### src/rtl/clk_div_ctrl.sv
// rtl/clk_div_ctrl.sv - 50% duty clock divider with glitch-free ratio change at period boundaries
module clk_div_ctrl #(
   parameter int W       = 8,
   parameter int DEF_DIV = 4
) (
   input  logic         clk,
   input  logic         rst,
   input  logic         en,
   input  logic         req_valid,
   input  logic [W-1:0] req_div,
   output logic         req_ready,
   output logic         clk_out,
   output logic [W-1:0] div_active,
   output logic         busy,
   output logic         period_done,
   output logic         err
);

   typedef enum logic [1:0] {IDLE, RUN, STOP} state_t;

   localparam logic [W-1:0] DEF = W'(DEF_DIV);

   state_t       state, state_nxt;
   logic [W-1:0] c, c_nxt, pending, half_m1;
   logic         clk_nxt, fall, apply, xfer, req_ok;

   assign half_m1   = (div_active >> 1) - 1'b1;
   assign req_ready = ~busy;
   assign xfer      = req_valid & req_ready;
   assign req_ok    = ~req_div[0] & (req_div != '0);
   // A pending ratio lands only where it cannot shorten a phase: on the falling edge or while idle.
   assign apply     = busy & ((state == IDLE) | fall);

   always_comb begin
      state_nxt = state;
      c_nxt     = c;
      clk_nxt   = clk_out;
      fall      = 1'b0;
      case (state)
         IDLE: begin
            c_nxt   = '0;
            clk_nxt = 1'b0;
            if (en) state_nxt = RUN;
         end
         RUN, STOP: begin
            if (state == RUN && !en && !clk_out) begin
               state_nxt = IDLE;
               c_nxt     = '0;
            end else begin
               if (c == half_m1) begin
                  c_nxt   = '0;
                  clk_nxt = ~clk_out;
                  fall    = clk_out;
               end else begin
                  c_nxt = c + 1'b1;
               end
               // Only reachable with clk_out high when en is low: finish the high phase first.
               if (!en) state_nxt = fall ? IDLE : STOP;
               else     state_nxt = RUN;
            end
         end
         default: begin
            state_nxt = IDLE;
            c_nxt     = '0;
            clk_nxt   = 1'b0;
         end
      endcase
   end

   always_ff @(posedge clk or negedge rst) begin
      if (!rst) begin
         state       <= IDLE;
         c           <= '0;
         clk_out     <= 1'b0;
         div_active  <= DEF;
         pending     <= DEF;
         busy        <= 1'b0;
         period_done <= 1'b0;
         err         <= 1'b0;
      end else begin
         state       <= state_nxt;
         c           <= c_nxt;
         clk_out     <= clk_nxt;
         period_done <= fall;
         err         <= xfer & ~req_ok;
         if (apply) begin
            div_active <= pending;
            busy       <= 1'b0;
         end else if (xfer && req_ok) begin
            pending <= req_div;
            busy    <= 1'b1;
         end
      end
   end

endmodule

### config.mk
export PLATFORM = sky130hd
export DESIGN_NAME = clk_div_ctrl
export DESIGN_NICKNAME = d
export VERILOG_FILES = /design/src/rtl/clk_div_ctrl.sv
export SDC_FILE = /design/constraint.sdc
export NUM_CORES = 1
export LEC_CHECK = 0
export ABC_CLOCK_PERIOD_IN_PS = 7000
export CAP_MARGIN = 20
export CORE_ASPECT_RATIO = 1.2
export CORE_UTILIZATION = 64
export CTS_CLUSTER_SIZE = 12
export DETAILED_ROUTE_END_ITERATION = 6
export DONT_BUFFER_PORTS = 1
export PLACE_DENSITY = 0.89
export SLEW_MARGIN = 10
export SYNTH_ARGS = -nofsm -noshare
export SYNTH_HDL_FRONTEND = slang
export SYNTH_SLANG_ARGS = --single-unit
export TNS_END_PERCENT = 1
### constraint.sdc
create_clock -name clk -period 7 [get_ports clk]
set_input_delay 1.75 -clock clk [delete_from_list [all_inputs] [get_ports clk]]
set_output_delay 1.75 -clock clk [all_outputs]
set_load 0.1 [all_outputs]
Word-level counts from Yosys, hierarchy flattened
Cells that the tools add are included.
{"block": "classes", "addsub": 2, "n_eq_ne": 6, "muxes": 18, "n_bitwise": 10, "reduce_logical": 11}
{"op": "8-bit 2-to-1 mux", "n": 3}
{"op": "1-bit 2-to-1 mux", "n": 10}
{"op": "8-bit by 1-bit adder with 8-bit output, second input constant", "n": 1}
{"op": "8-bit == test", "n": 1}
{"op": "2-bit 2-to-1 mux", "n": 4}
{"op": "8-bit nonzero test", "n": 1}
{"op": "7-bit by 1-bit subtractor with 8-bit output, second input constant", "n": 1}
{"op": "2-bit != test, second input constant", "n": 3}
{"op": "1-bit NOT", "n": 5}
{"op": "1-bit bitwise AND", "n": 4}
{"op": "2-bit case mux with 2 select lines", "n": 1}
{"op": "2-bit AND reduction", "n": 2}
{"op": "1-bit logical AND", "n": 3}
{"op": "2-bit by 1-bit == test with 1-bit output, second input constant", "n": 1}
{"op": "2-bit == test, second input constant", "n": 1}
{"op": "1-bit zero test", "n": 2}
{"op": "2-bit zero test", "n": 1}
{"op": "2-bit nonzero test", "n": 1}
{"op": "2-bit OR reduction", "n": 1}
{"op": "1-bit OR", "n": 1}
{"block": "totals", "reg_bits": 30, "input_bits": 12, "word_cells": 55}

Depth between registers and ports, before layout
Gate-level depths: netlist (run 1).
{"block": "logic_depth", "ltp_word": 11, "depth_mapped": 8}

Worst setup path before layout (run 1)
Ideal clock, no wire load.
{"block": "synth_path", "kind": "reg-to-output", "from": "reg busy", "to": "out req_ready", "arrival_time_ps": 1626, "required_time_ps": 5250, "setup_slack_ps": 3624, "stages_incl_launch_ff": 2, "path_buffers": 0, "cell_sequence": "dfrtp_1 > inv_1"}
{"block": "synth_via", "elab_chain_len": 1}
{"item": "from (decl)", "line": "14", "source": "output logic busy,"}
{"item": "from (signal assigned)", "line": "77", "source": "busy <= 1'b0;"}
{"item": "from (signal assigned)", "line": "88", "source": "busy <= 1'b0;"}
{"item": "from (signal assigned)", "line": "91", "source": "busy <= 1'b1;"}
{"item": "1-bit NOT", "line": "28", "source": "assign req_ready = ~busy;"}
{"item": "to (decl)", "line": "11", "source": "output logic req_ready,"}
No other way between the ends.

Final worst setup path (run 1)
{"block": "layout_path", "from": "reg div_active[1]", "to": "reg div_active[3]"}
{"block": "layout_via", "elab_chain_len": 9}
{"item": "from (decl)", "line": "13", "source": "output logic [W-1:0] div_active,"}
{"item": "from (signal assigned)", "line": "87", "source": "div_active <= pending;"}
{"item": "7-bit by 1-bit subtractor with 8-bit output", "line": "27", "source": "assign half_m1 = (div_active >> 1) - 1'b1;"}
{"item": "8-bit == test", "line": "50", "source": "if (c == half_m1) begin"}
{"item": "1-bit 2-to-1 mux", "line": "50"}
{"item": "1-bit 2-to-1 mux", "line": "46", "source": "if (state == RUN && !en && !clk_out) begin"}
{"item": "1-bit 2-to-1 mux", "line": "39", "source": "case (state)"}
{"item": "1-bit 2-to-1 mux", "line": "46"}
{"item": "1-bit 2-to-1 mux", "line": "39"}
{"item": "1-bit OR", "line": "32", "source": "assign apply = busy & ((state == IDLE) | fall);"}
{"item": "1-bit bitwise AND", "line": "32"}
No other way between the ends. The select of a mux whose other input is x is not followed.
A chain may end at the register's enable or synchronous reset.

==> impl_metrics.env, run 1 <==
export IMPL_avgSynthCellArea_um2=11.3
export IMPL_endpoint_kind="flop"
export IMPL_clkLatencyLatePin_ps=330
export IMPL_cts_resized=0
export IMPL_status="complete, no violations"
export IMPL_yosysWarnings=0
export IMPL_max_freq_ghz=0.259
export IMPL_synth_area_leader_cell="dfrtp_1"
export IMPL_finalWirelength_um=2900
export IMPL_hold_viol_final=0
export IMPL_hp_start="pending[1]"
export IMPL_row_count=19
export IMPL_start_kind="flop"
export IMPL_max_cap_violations=0
export IMPL_clockRootBuffer="clkbuf_4"
export IMPL_holdWs_ps=502
export IMPL_avgViaCountPerCell=5.96
export IMPL_crit_path_end="div_active[3]"
export IMPL_fin_crit_ps=3860
export IMPL_timing_final_crit_share_pct=55.1
export IMPL_grt_pass1_vias=1075
export IMPL_dr_pass1_iters=4
export IMPL_final_cell_count_no_fill=171
export IMPL_crit_path_start="div_active[1]"
export IMPL_clkSinkCount=30
export IMPL_critPathMaxFanout=8
export IMPL_place_hpwl_um=2140
export IMPL_portBuffers=0
export IMPL_nNetsFinal=157
export IMPL_drive_above_1_share_pct=20.0
export IMPL_num_antenna_cells=0
export IMPL_reg2reg_from="div_active[1]"
export IMPL_drcViolationCount=0
export IMPL_yosysSeqAreaShare_pct=48.5
export IMPL_nFillCells=176
export IMPL_core_um2=2280
export IMPL_netlist_area_um2=1550
export IMPL_drtIter0Drc=22
export IMPL_rsz0062_at_grt="no"
export IMPL_final_util_pct=70.8
export IMPL_die_h_um=55.9
export IMPL_antenna_found_initial=0
export IMPL_wl_per_cell_um=17.0
export IMPL_worstPathArrival_ps=4080
export IMPL_dieWidth_um=46.9
export IMPL_die_area_um2=2630
export IMPL_synthCells=137
export IMPL_maxSlewHeadroom_pct=27.2
export IMPL_finalSetupTns_ps=0
export IMPL_vias=1019
export IMPL_drtAntennaViolNets=0
export IMPL_globalplace_congestion=0.847
export IMPL_synthTopCellsByArea="dfrtp_1 45%, mux2_4 7.7%, mux2_2 5.1%, xnor2_1 4.5%, ha_1 4.0%"
export IMPL_track_usage_pct=25.3
export IMPL_worstMarginPinSlew_ps=1090
export IMPL_ys_types=38
export IMPL_r2r_end="div_active[3]"
export IMPL_synth_nets=154
export IMPL_grt_pass1_wl_um=4610
export IMPL_clock_path_buffers=2
export IMPL_start_util_pct=68.0
export IMPL_cts_hold_buf=0
export IMPL_numCtsBuffers=5
export IMPL_rr_worst_depth=6
export IMPL_cts_setup_buffers=0
export IMPL_area_growth_pct=4.11
export IMPL_reg2reg_setup_slack_ps=3140
export IMPL_hold_depth=1
export IMPL_skew_ps=13.7
export IMPL_hold_class="reg2reg"
export IMPL_ios=25
export IMPL_cp_required_ps=7230
export IMPL_grt_overflow_total=0
export IMPL_timing_worst_setup_path_type="reg2reg"
export IMPL_htree_levels=2
export IMPL_cts_clk_slew_worst_paths_ps=100
export IMPL_setup_violations=0
export IMPL_slew_violations=0
export IMPL_cts_tree="done"
export IMPL_grt_max_degree=31
export IMPL_synth_seq_cells=30
export IMPL_yosysTopAreaCellShare_pct=45.2
export IMPL_placed_cells=164
==> flip-flops by register name, indices dropped and copies added, names as in the netlist <==
register and flops:
c 8, div_active 8, pending 8, state 2, busy 1, clk_out 1, err 1, period_done 1
==> final cells by class <==
class / instances / area (um2) / area share, %
clock buffers: 5 / 37.5 / 2.32
multi-input cells: 92 / 734 / 45.5
flip-flops and latches: 30 / 753 / 46.6
clock inverters: 2 / 10.0 / 0.620
well taps: 31 / 38.8 / 2.40
inverters: 11 / 41.3 / 2.56
==> critical path, stage by stage, from the launching register on <==
cell	delay [ps]
dfrtp_1	810
or4_4	710
or4b_1	510
a211o_1	310
a211oi_2	440
a32o_1	610
mux2_4	350
==> cell families (layout without fill, tap and decap cells) <==
group | count (synthesis) | after routing | share of synthesized area [%]
and+or+nand+nor | 43 | 43 | 15.1
DFF | 30 | 30 | 48.5
muxes | 16 | 16 | 13.5
buffers and inverters | 15 | 18 | 4.11
AOI/OAI and AO/OA | 14 | 14 | 6.86
xor gates and xnor gates | 14 | 14 | 7.90
adders and majority gates | 5 | 5 | 4.03
==> layer usage <==
layer	GRT usage [%]	share of wire, %
met2	37.7	49
met5	0	0
met1	30.4	41
met3	9.74	6.5
met4	13.9	2.8
==> per-stage QoR <==
step	setup slack [ps]	cell area, um2
global placement	3320	1570
detailed placement	3200	1570
finish	3140	1620
floorplan	3620	1550
global route	3060	1620
CTS	3150	1620
==> placed cells by master, fill, tap and decap left out, drive strengths merged, types with 3 or more instances in the layout <==
cell type,synthesis,routed
a31oi,3,3
a32o,3,3
and3,3,3
clkbuf,3,5
dfrtp,28,28
ha,5,5
inv,11,11
mux2,15,15
nand2,4,4
nand3,4,4
nor2,15,15
nor3,3,3
xnor2,8,8
xor2,6,6
==> worst min path at each step <==
stage	end	slack [ps]
detailed placement	div_active[1]	500
global placement	div_active[4]	480
CTS	div_active[1]	510
finish	div_active[1]	500
global route	div_active[1]	510
floorplan	pending[0]	460
==> Yosys cell counts <==
| library cell | n |
|---|---|
| dfrtp_1 | 28 |
| nor2_1 | 15 |
| inv_1 | 11 |
| mux2_4 | 8 |
| xnor2_1 | 8 |
| mux2_2 | 7 |
| xor2_1 | 6 |
| ha_1 | 5 |
| nand2_1 | 4 |
| nand3_1 | 4 |
| a31oi_1 | 3 |
| a32o_1 | 3 |
| and3_1 | 3 |
| clkbuf_1 | 3 |
| nor3_1 | 3 |
| dfstp_2 | 2 |
| nor4_1 | 2 |
| o21ai_0 | 2 |
| a211o_1 | 1 |
| a211oi_2 | 1 |
| a21boi_0 | 1 |
| a21o_1 | 1 |
| a21oi_1 | 1 |
| and4_1 | 1 |
| buf_6 | 1 |
| mux2i_1 | 1 |
| nand2b_1 | 1 |
| nand3b_1 | 1 |
| nor2b_1 | 1 |
| nor3b_1 | 1 |
| o22ai_1 | 1 |
| or2_1 | 1 |
| or2_2 | 1 |
| or3_1 | 1 |
| or4_2 | 1 |
| or4_4 | 1 |
| or4b_1 | 1 |
| or4bb_1 | 1 |
Power of run 1 is not shown: default switching activity piles up to over one toggle a cycle in this logic, so the estimate is an artifact.
==> inputs of run 2 (changes only) <==
--- a/config.mk
+++ b/config.mk
@@ -5,14 +5,14 @@
 export SDC_FILE = /design/constraint.sdc
 export NUM_CORES = 1
 export LEC_CHECK = 0
-export ABC_CLOCK_PERIOD_IN_PS = 7000
+export ABC_CLOCK_PERIOD_IN_PS = 3600
 export CAP_MARGIN = 20
 export CORE_ASPECT_RATIO = 1.2
-export CORE_UTILIZATION = 64
+export CORE_UTILIZATION = 61
 export CTS_CLUSTER_SIZE = 12
 export DETAILED_ROUTE_END_ITERATION = 6
 export DONT_BUFFER_PORTS = 1
-export PLACE_DENSITY = 0.89
+export PLACE_DENSITY = 0.86
 export SLEW_MARGIN = 10
 export SYNTH_ARGS = -nofsm -noshare
 export SYNTH_HDL_FRONTEND = slang
==> constraint.sdc (replaced) <==
create_clock -name clk -period 3.6 [get_ports clk]
set_input_delay 0.9 -clock clk [delete_from_list [all_inputs] [get_ports clk]]
set_output_delay 0.9 -clock clk [all_outputs]
set_load 0.1 [all_outputs]
==> run 2 against run 1 <==
Clock-buffer cell count is 1 higher. Critical path depth did not move. Via count increased by 3.7%. Final area grew 5.7%. Clock skew is 8.4 ps lower. Register-to-register slack lost 2800 ps. Flip-flop and latch count unchanged. Non-clock buffer count rose by 10. Sequential share of layout area shrank 2.5 points. Worst hold slack lost 250 ps. Maximum frequency up 17%. Largest cell class unchanged.
==> impl_metrics.env, run 2 (synthesis results as in run 1) <==
export IMPL_die_area_um2=2750
export IMPL_max_freq_ghz=0.303
export IMPL_portBuffers=0
export IMPL_drtIter0Drc=16
export IMPL_rsz0062_at_grt="no"
export IMPL_grt_max_degree=31
export IMPL_hold_viol_final=0
export IMPL_cts_hold_buf=0
export IMPL_start_kind="flop"
export IMPL_worstPathArrival_ps=3520
export IMPL_cts_tree="done"
export IMPL_finalWirelength_um=2940
export IMPL_drive_above_1_share_pct=25.8
export IMPL_reg2reg_setup_slack_ps=300
export IMPL_max_cap_violations=0
export IMPL_die_h_um=57.2
export IMPL_worstMarginPinSlew_ps=965
export IMPL_avgViaCountPerCell=5.81
export IMPL_area_growth_pct=10.0
export IMPL_nFillCells=145
export IMPL_maxSlewHeadroom_pct=35.7
export IMPL_dieWidth_um=48.0
export IMPL_multiInputGateArea_um2=734
export IMPL_slowest_delay_ps=580
export IMPL_placed_cells=174
export IMPL_timing_worst_setup_path_type="reg2reg"
export IMPL_grt_pass1_vias=1114
export IMPL_vias=1057
export IMPL_wl_per_cell_um=16.2
export IMPL_endpoint_kind="flop"
export IMPL_num_antenna_cells=0
export IMPL_regArea_um2=753
export IMPL_finalSetupTns_ps=0
export IMPL_core_um2=2350
export IMPL_cp_slowest_cell="a32o_1"
export IMPL_clkLatencyLatePin_ps=330
export IMPL_setup_violations=0
export IMPL_place_hpwl_um=2200
export IMPL_clock_path_buffers=2
export IMPL_critPathMaxFanout=8
export IMPL_htree_levels=2
export IMPL_cts_clk_slew_worst_paths_ps=100
export IMPL_crit_buf_inv=0
export IMPL_cp_required_ps=3830
export IMPL_ios=25
export IMPL_nNetsFinal=167
export IMPL_numCtsBuffers=5
export IMPL_final_setup_worst_slack_ps=304
export IMPL_dp_slack_ps=326
export IMPL_cts_resized=0
export IMPL_hold_class="in2async"
export IMPL_antenna_found_initial=0
export IMPL_dr_pass1_iters=6
export IMPL_timing_final_crit_share_pct=91.5
export IMPL_grt_overflow_total=0
export IMPL_fin_crit_ps=3300
export IMPL_slew_violations=0
export IMPL_drcViolationCount=0
export IMPL_clkSinkCount=30
export IMPL_globalplace_congestion=0.794
export IMPL_skew_ps=5.28
export IMPL_row_count=19
export IMPL_status="complete, no violations"
export IMPL_final_cell_mix="28 x dfrtp_1, 15 x nor2_1, 11 x inv_1"
export IMPL_start_util_pct=65.9
export IMPL_crit_chain="or4_4 -> or4b_1 -> a211o_1 -> a211oi_2 -> a32o_1 -> mux2_4"
export IMPL_final_cell_count_no_fill=182
export IMPL_crit_family="compound AO/OA/AOI/OAI gates"
export IMPL_clockRootBuffer="clkbuf_4"
export IMPL_biggestRegsByFlops="c x8, div_active x8, pending x8"
export IMPL_grt_pass1_wl_um=4860
export IMPL_mostFrequentLayoutCell="dfrtp_1"
export IMPL_track_usage_pct=25.5
export IMPL_cts_setup_buffers=0
export IMPL_drtAntennaViolNets=0
run 2: cell types whose count changed in the layout (fill, tap and decap cells not counted):
cell	delta
clkinv_2	-1
clkinvlp_4	+1
clkbuf_8	+1
buf_4	+10
run 2: path summary, 6_finish.rpt:
kind,start,to,depth (start not counted)
worst max-delay path,div_active[1],div_active[4],6
max in group asynchronous,rst,pending[2],0
worst min-delay path,rst,div_active[3],0
min in group clk,pending[0],pending[0],1
worst min register to register,pending[0],pending[0],1
worst max register to register,div_active[1],div_active[4],6
run 2: through the flow:
step | hold WS, ps | instance area, um2 | util [%]
floorplan | 465 | 1550 | -
global placement | 486 | 1640 | 69.8
detailed placement | 497 | 1640 | 69.8
CTS | 235 | 1710 | 72.5
global route | 230 | 1710 | 72.5
finish | 249 | 1710 | 72.5
run 2: per-layer routing:
layer,share of wire [%],global-route usage (%)
met1,41,30.8
met2,50,39.4
met4,2.6,14.3
met5,0,0
met3,5.6,7.59
run 2: final cells by class:
cell class              count  area share, %
well taps                  31           2.27
clock buffers               6           3.01
repair buffers             10           4.40
inverters                  11           2.42
clock inverters             2          0.733
multi-input cells          92           43.0
flip-flops and latches     30           44.1
run 2: worst register-to-register path: cells and delay by family (launching register included):
| kind | cells | cell delay (ps) |
|---|---|---|
| flip-flops | 1 | 470 |
| AO/OA/AOI/OAI | 3 | 1290 |
| AND/OR/NAND/NOR | 2 | 1080 |
| multiplexers | 1 | 350 |
Power of run 2 is left out for the same reason.
==> inputs of run 3 (changes only) <==
--- a/config.mk
+++ b/config.mk
@@ -9,7 +9,7 @@
 export CAP_MARGIN = 20
 export CORE_ASPECT_RATIO = 1.2
 export CORE_UTILIZATION = 61
-export CTS_CLUSTER_SIZE = 12
+export CTS_CLUSTER_SIZE = 25
 export DETAILED_ROUTE_END_ITERATION = 6
 export DONT_BUFFER_PORTS = 1
 export PLACE_DENSITY = 0.86
==> results of run 3 <==
Final layout, timing and power as in run 2 (identical DEF).
Power of run 3 is left out for the same reason.
